--- src/rtl/clock_pkg.sv ---
// Shared definitions for the OCXO clock-discipline blocks.
//   dac_spi_state_t : state encoding of the tuning-DAC SPI write controller
//   DAC_WIDTH       : width of the OCXO tuning DAC word
package clock_pkg;

   typedef enum logic [2:0] {
      IDLE,
      SETUP,
      SHIFT,
      HOLD,
      GAP
   } dac_spi_state_t;

   localparam int DAC_WIDTH = 16;

endpackage

--- src/rtl/dac_spi.sv ---
// SPI write controller for the OCXO tuning DAC (SPI mode 0, MSB first).
// Requests are coalesced through a one-deep shadow register, so only the
// newest word is ever sent. Transfers are blocked and aborted while the DAC
// is disabled or the OCXO supply is still in its power-up tristate window.
//
// Ports:
//   clk        system clock
//   rst        synchronous active-high reset
//   dac_ena    controller enable from the IO block
//   dac_tri    OCXO power-up tristate from the IO block (1 = do not drive)
//   dac_val    requested tuning word
//   dac_val_wr one-cycle strobe capturing dac_val
//   dac_sclk   SPI clock, idles low
//   dac_mosi   SPI data, changes on sclk falling
//   dac_cs_n   chip select, active low
//   dac_oe_n   pad output enable for sclk/mosi/cs_n (1 = tristate)
//   busy       high from cs_n falling through the end of the inter-frame gap
//   done       one-cycle pulse as cs_n rises after a completed transfer
//   dac_cur    last word fully transferred
module dac_spi
   import clock_pkg::*;
#(
   parameter int DATA_WIDTH = DAC_WIDTH,
   parameter int SCLK_DIV   = 5,
   parameter int CS_SETUP   = 2,
   parameter int CS_HOLD    = 2,
   parameter int CS_GAP     = 4
) (
   input  logic                  clk,
   input  logic                  rst,
   input  logic                  dac_ena,
   input  logic                  dac_tri,
   input  logic [DATA_WIDTH-1:0] dac_val,
   input  logic                  dac_val_wr,
   output logic                  dac_sclk,
   output logic                  dac_mosi,
   output logic                  dac_cs_n,
   output logic                  dac_oe_n,
   output logic                  busy,
   output logic                  done,
   output logic [DATA_WIDTH-1:0] dac_cur
);

   localparam int CNT_W = 16;
   localparam int BIT_W = (DATA_WIDTH > 1) ? $clog2(DATA_WIDTH) : 1;

   // Terminal counts for the single shared cycle counter.
   localparam logic [CNT_W-1:0] SETUP_LAST = CNT_W'(CS_SETUP - 1);
   localparam logic [CNT_W-1:0] HALF_LAST  = CNT_W'(SCLK_DIV - 1);
   localparam logic [CNT_W-1:0] BITC_LAST  = CNT_W'(2 * SCLK_DIV - 1);
   localparam logic [CNT_W-1:0] HOLD_LAST  = CNT_W'(CS_HOLD - 1);
   localparam logic [CNT_W-1:0] GAP_LAST   = CNT_W'(CS_GAP - 1);
   localparam logic [BIT_W-1:0] BIT_LAST   = BIT_W'(DATA_WIDTH - 1);

   dac_spi_state_t        state_q, state_d;
   logic [CNT_W-1:0]      cnt_q, cnt_d;
   logic [BIT_W-1:0]      bit_q, bit_d;
   logic [DATA_WIDTH-1:0] shreg_q, shreg_d;
   logic [DATA_WIDTH-1:0] word_q, word_d;     // word of the frame in flight
   logic [DATA_WIDTH-1:0] shadow_q, shadow_d;
   logic                  pending_q, pending_d;
   logic                  sclk_q, sclk_d;
   logic                  mosi_q, mosi_d;
   logic                  cs_n_q, cs_n_d;
   logic                  oe_n_q, oe_n_d;
   logic                  busy_q, busy_d;
   logic                  done_q, done_d;
   logic [DATA_WIDTH-1:0] cur_q, cur_d;

   logic                  go;
   logic [DATA_WIDTH-1:0] launch_word;

   assign go = dac_ena & ~dac_tri;
   // A strobe in the launch cycle bypasses the shadow so it is not lost.
   assign launch_word = dac_val_wr ? dac_val : shadow_q;

   always_comb begin
      state_d   = state_q;
      cnt_d     = cnt_q;
      bit_d     = bit_q;
      shreg_d   = shreg_q;
      word_d    = word_q;
      shadow_d  = shadow_q;
      pending_d = pending_q;
      sclk_d    = sclk_q;
      mosi_d    = mosi_q;
      cs_n_d    = cs_n_q;
      busy_d    = busy_q;
      done_d    = 1'b0;
      cur_d     = cur_q;
      oe_n_d    = ~dac_ena | dac_tri;

      if (dac_val_wr) begin
         shadow_d  = dac_val;
         pending_d = 1'b1;
      end

      case (state_q)
         IDLE: begin
            if (go && (pending_q || dac_val_wr)) begin
               state_d   = SETUP;
               cnt_d     = '0;
               bit_d     = '0;
               shreg_d   = launch_word;
               word_d    = launch_word;
               mosi_d    = launch_word[DATA_WIDTH-1];
               cs_n_d    = 1'b0;
               busy_d    = 1'b1;
               pending_d = 1'b0;
            end
         end
         SETUP: begin
            if (cnt_q == SETUP_LAST) begin
               state_d = SHIFT;
               cnt_d   = '0;
            end else begin
               cnt_d = cnt_q + 1'b1;
            end
         end
         SHIFT: begin
            // Each bit: SCLK_DIV cycles low then SCLK_DIV cycles high.
            cnt_d = cnt_q + 1'b1;
            if (cnt_q == HALF_LAST) begin
               sclk_d = 1'b1;
            end
            if (cnt_q == BITC_LAST) begin
               cnt_d  = '0;
               sclk_d = 1'b0;
               if (bit_q == BIT_LAST) begin
                  state_d = HOLD;
               end else begin
                  bit_d   = bit_q + 1'b1;
                  shreg_d = shreg_q << 1;
                  mosi_d  = shreg_d[DATA_WIDTH-1];
               end
            end
         end
         HOLD: begin
            if (cnt_q == HOLD_LAST) begin
               state_d = GAP;
               cnt_d   = '0;
               cs_n_d  = 1'b1;
               mosi_d  = 1'b0;
               done_d  = 1'b1;
               cur_d   = word_q;
            end else begin
               cnt_d = cnt_q + 1'b1;
            end
         end
         GAP: begin
            if (cnt_q == GAP_LAST) begin
               state_d = IDLE;
               cnt_d   = '0;
               busy_d  = 1'b0;
            end else begin
               cnt_d = cnt_q + 1'b1;
            end
         end
         default: begin
            state_d = IDLE;
         end
      endcase

      // Losing go aborts whatever is in progress. An interrupted frame is
      // re-queued unless something newer is already waiting; a frame that
      // already completed (GAP) is not resent.
      if (state_q != IDLE && !go) begin
         state_d = IDLE;
         cnt_d   = '0;
         cs_n_d  = 1'b1;
         sclk_d  = 1'b0;
         mosi_d  = 1'b0;
         busy_d  = 1'b0;
         done_d  = 1'b0;
         cur_d   = cur_q;
         if (state_q != GAP && !pending_q && !dac_val_wr) begin
            shadow_d  = word_q;
            pending_d = 1'b1;
         end
      end
   end

   always_ff @(posedge clk) begin
      if (rst) begin
         state_q   <= IDLE;
         cnt_q     <= '0;
         bit_q     <= '0;
         shreg_q   <= '0;
         word_q    <= '0;
         shadow_q  <= '0;
         pending_q <= 1'b0;
         sclk_q    <= 1'b0;
         mosi_q    <= 1'b0;
         cs_n_q    <= 1'b1;
         oe_n_q    <= 1'b1;
         busy_q    <= 1'b0;
         done_q    <= 1'b0;
         cur_q     <= '0;
      end else begin
         state_q   <= state_d;
         cnt_q     <= cnt_d;
         bit_q     <= bit_d;
         shreg_q   <= shreg_d;
         word_q    <= word_d;
         shadow_q  <= shadow_d;
         pending_q <= pending_d;
         sclk_q    <= sclk_d;
         mosi_q    <= mosi_d;
         cs_n_q    <= cs_n_d;
         oe_n_q    <= oe_n_d;
         busy_q    <= busy_d;
         done_q    <= done_d;
         cur_q     <= cur_d;
      end
   end

   assign dac_sclk = sclk_q;
   assign dac_mosi = mosi_q;
   assign dac_cs_n = cs_n_q;
   assign dac_oe_n = oe_n_q;
   assign busy     = busy_q;
   assign done     = done_q;
   assign dac_cur  = cur_q;

endmodule

--- config.mk ---
export PLATFORM = sky130hd
export DESIGN_NAME = dac_spi
export DESIGN_NICKNAME = d
export VERILOG_FILES = /design/src/rtl/clock_pkg.sv /design/src/rtl/dac_spi.sv
export SDC_FILE = /design/constraint.sdc
export NUM_CORES = 1
export LEC_CHECK = 0
export BUFFER_PORTS_ARGS = -buffer_cell sky130_fd_sc_hd__buf_2
export CAP_MARGIN = 20
export CORE_ASPECT_RATIO = 0.6
export CORE_MARGIN = 5
export CORE_UTILIZATION = 65
export CTS_BUF_LIST = sky130_fd_sc_hd__clkbuf_4
export CTS_CLUSTER_SIZE = 40
export DETAILED_ROUTE_END_ITERATION = 7
export MAX_ROUTING_LAYER = met4
export PLACE_DENSITY = 0.87
export SLEW_MARGIN = 20
export SYNTH_ARGS = -nofsm -noshare
export SYNTH_HDL_FRONTEND = slang
export SYNTH_SLANG_ARGS = --single-unit
--- constraint.sdc ---
create_clock -name clk -period 4.9 [get_ports clk]
set_input_delay 0.49 -clock clk [delete_from_list [all_inputs] [get_ports clk]]
set_output_delay 0.49 -clock clk [all_outputs]
set_load 0.02 [all_outputs]
==> results_dict.tcl <==
set metrics [dict create \
    status "finished, final reports clean" \
    p_leak_nw 1.76 \
    vdd_drop_max_uv 199 \
    final_core_util_pct 73.1 \
    synth_cells 459 \
    grt_antenna_before_repair 0 \
    cp_max_fo 33 \
    async_flop_share_pct 0 \
    final_cell_mix "dfxtp_1 (93), nor2_1 (64), nand2_1 (48), buf_2 (42), mux2i_1 (33)" \
    synth_nets 484 \
    area.growth.synth_to_final_pct 8.60 \
    cap_violations 0 \
    timing.rr.end "cnt_q[1]" \
    setup-tns-final_ns 0 \
    synth_edf_count 0 \
    setup_violations 0 \
    postRouteAntennaNets 0 \
    worstHoldPathCells 3 \
    portBuffers 42 \
    cp.arrival_ns 3.07 \
    drc 0 \
    overflow 0 \
    worst_slew_pin_slew_ns 1.09 \
    hpwl_um 6610 \
    place.gp.congestion 0.923 \
    cts_buffer_depth 2 \
    num_vias 3454 \
    relSlewSlack_pct 27.1 \
    drt_iter0_markers 317 \
    worstReg2RegStart "state_q[0]" \
    clk_latency_ns 0.46 \
    fp.dieH_um 71.8 \
    rsz0062_at_grt "no" \
    ys_seq_elements 93 \
    synth_cell_types 44 \
    cts_root_buffer "clkbuf_4" \
    period_needed_ns 2.72 \
    firstDrtPassIters 6 \
    grt_pass1_wl_um 15600 \
    fmax_ghz 0.367 \
    grt_max_degree 72 \
    reg2regPathDepth 6 \
    cts_hold_buf 0 \
    die-area_um2 8100 \
    synth-main-ff-cell "dfxtp_1" \
    cts_buffers 9 \
    ioPinCount 43 \
    critical_path_required_ns 5.25 \
    antenna_cells 0 \
    yosysSeqAreaShare_pct 45.1 \
    holdPathEnd "dac_oe_n" \
    post_cts_buffers 0 \
    critPathCaptureType "register" \
    drt-total-wl_um 9410 \
    powerDensity_nw_per_um2 380 \
    final_common_cell "dfxtp_1" \
    finalCritPeriodShare_pct 55.6 \
    hold_path.class "input port to register" \
    die_x_um 113 \
    hold_ws_ns 0.309 \
    syn_avg_cell_area_um2 9.00 \
    grt_pass1_vias 3116 \
    slew_violations 0 \
    final_hold_viol_count 0 \
    synth-warning-count 0 \
    clock_sinks 93 \
    htree_levels 3 \
    clk_pin_slew_ns 0.15 \
    post_cts_resized 0 \
    min_from "dac_tri" \
    regToRegSetupSlack_ns 2.18 \
    start_kind "register" \
    cts_tree "done" \
    finalPower_mw 1.70 \
    start_util_pct 67.3 \
    layout-drive-gt1-share_pct 17.2 \
    core_area_um2 6140 \
    skew_ns 0.0146 \
    netlist_area_um2 4130 \
    crit_type "register to register" \
    grt_use_total_pct 24.4 \
    post_drt_wl_per_cell_um 16.4 \
    nNetsFinal 509 \
    rows 22 \
    viasPerCell 6.03 \
]
-- area by class of cell --
type | count | area [um2]
Clock inverter | 7 | 91.3
Clock buffer | 9 | 67.6
Timing Repair Buffer | 46 | 240
Inverter | 4 | 15.0
Tap cell | 84 | 105
Multi-Input combinational cell | 330 | 2110
Sequential cell | 93 | 1860
Fill cell | 441 | 1650
-- critical path, stage by stage (launching register included) --
cell	delay (ns)
dfxtp_1	0.52
nor2_1	0.13
nand2_1	0.76
nor2_1	0.26
o41ai_4	0.60
buf_4	0.30
a21oi_1	0.06
-- report_power, final --
group          switching (mW)  total, mW  internal, mW  leakage (nW)
clock network           0.283      0.451         0.168        0.0818
registers              0.0468      0.876         0.829         0.757
logic                   0.252      0.376         0.124         0.924
-- routing by layer --
metal  GRT usage, %  routed length (um)  up-vias
met1           34.8                4550     1613
met4           5.20                 101        0
met3           5.74                 707       18
met2           35.0                4050      136
li1               -                   -     1687
met5              -                   0        -
-- registers in the layout, indices dropped and copies added (netlist names) --
name       count
dac_cs_n       1
dac_sclk       1
pending_q      1
busy           1
cnt_q         16
shadow_q      16
bit_q          4
state_q        3
dac_mosi       1
done           1
dac_oe_n       1
dac_cur       16
word_q        16
shreg_q       15
-- worst max-delay path by stage --
stage	slack, ns	cells after the start	end	startpoint
finish	2.18	6	cnt_q[1]	state_q[0]
global route	1.98	6	cnt_q[1]	state_q[0]
CTS	1.86	4	cnt_q[12]	state_q[0]
detailed placement	1.51	6	cnt_q[12]	dac_val_wr
global placement	1.70	6	cnt_q[12]	dac_val_wr
floorplan	2.94	7	cnt_q[0]	dac_val_wr
-- stage by stage --
step,worst slack (ns),cell area (um2),std cells
5_1_grt,1.98,4490,573
6_report,2.18,4490,573
2_1_floorplan,2.94,4130,459
4_1_cts,1.86,4480,572
3_3_place_gp,1.70,4320,556
3_5_place_dp,1.51,4320,556
-- synthesized netlist by cell type, drive strengths merged, types with 2 or more instances --
| library cell | n | area share [%] |
|---|---|---|
| dfxtp | 93 | 45 |
| nor2 | 74 | 7.3 |
| nand2 | 48 | 4.4 |
| a21oi | 33 | 4.5 |
| mux2i | 33 | 8.0 |
| a211oi | 31 | 5.6 |
| clkbuf | 21 | 1.9 |
| o211ai | 17 | 3.1 |
| buf | 11 | 1.8 |
| nand4 | 10 | 1.5 |
| nand3 | 9 | 1.1 |
| xor2 | 9 | 1.9 |
| o21ai | 8 | 1.1 |
| nand2b | 7 | 1.1 |
| and3 | 5 | 0.76 |
| and4 | 5 | 1.1 |
| ha | 4 | 1.2 |
| inv | 4 | 0.36 |
| nor3 | 4 | 0.61 |
| nor4 | 4 | 1.7 |
| or3 | 4 | 0.61 |
| a21o | 3 | 0.55 |
| a311o | 3 | 0.73 |
| and2 | 3 | 0.45 |
| nand4b | 2 | 0.42 |
| nor2b | 2 | 0.30 |
| or2 | 2 | 0.30 |
| xnor2 | 2 | 0.42 |
-- cell families after synthesis --
group | Yosys count | synth area share [%]
AOI/OAI and AO/OA | 101 | 17.2
and+or+nand+nor | 180 | 21.8
adders and majority gates | 4 | 1.21
muxes | 34 | 8.27
xor gates and xnor gates | 11 | 2.33
DFF | 93 | 45.1
buffers and inverters | 36 | 4.12
Note: power is estimated with default switching activity, not from simulation.
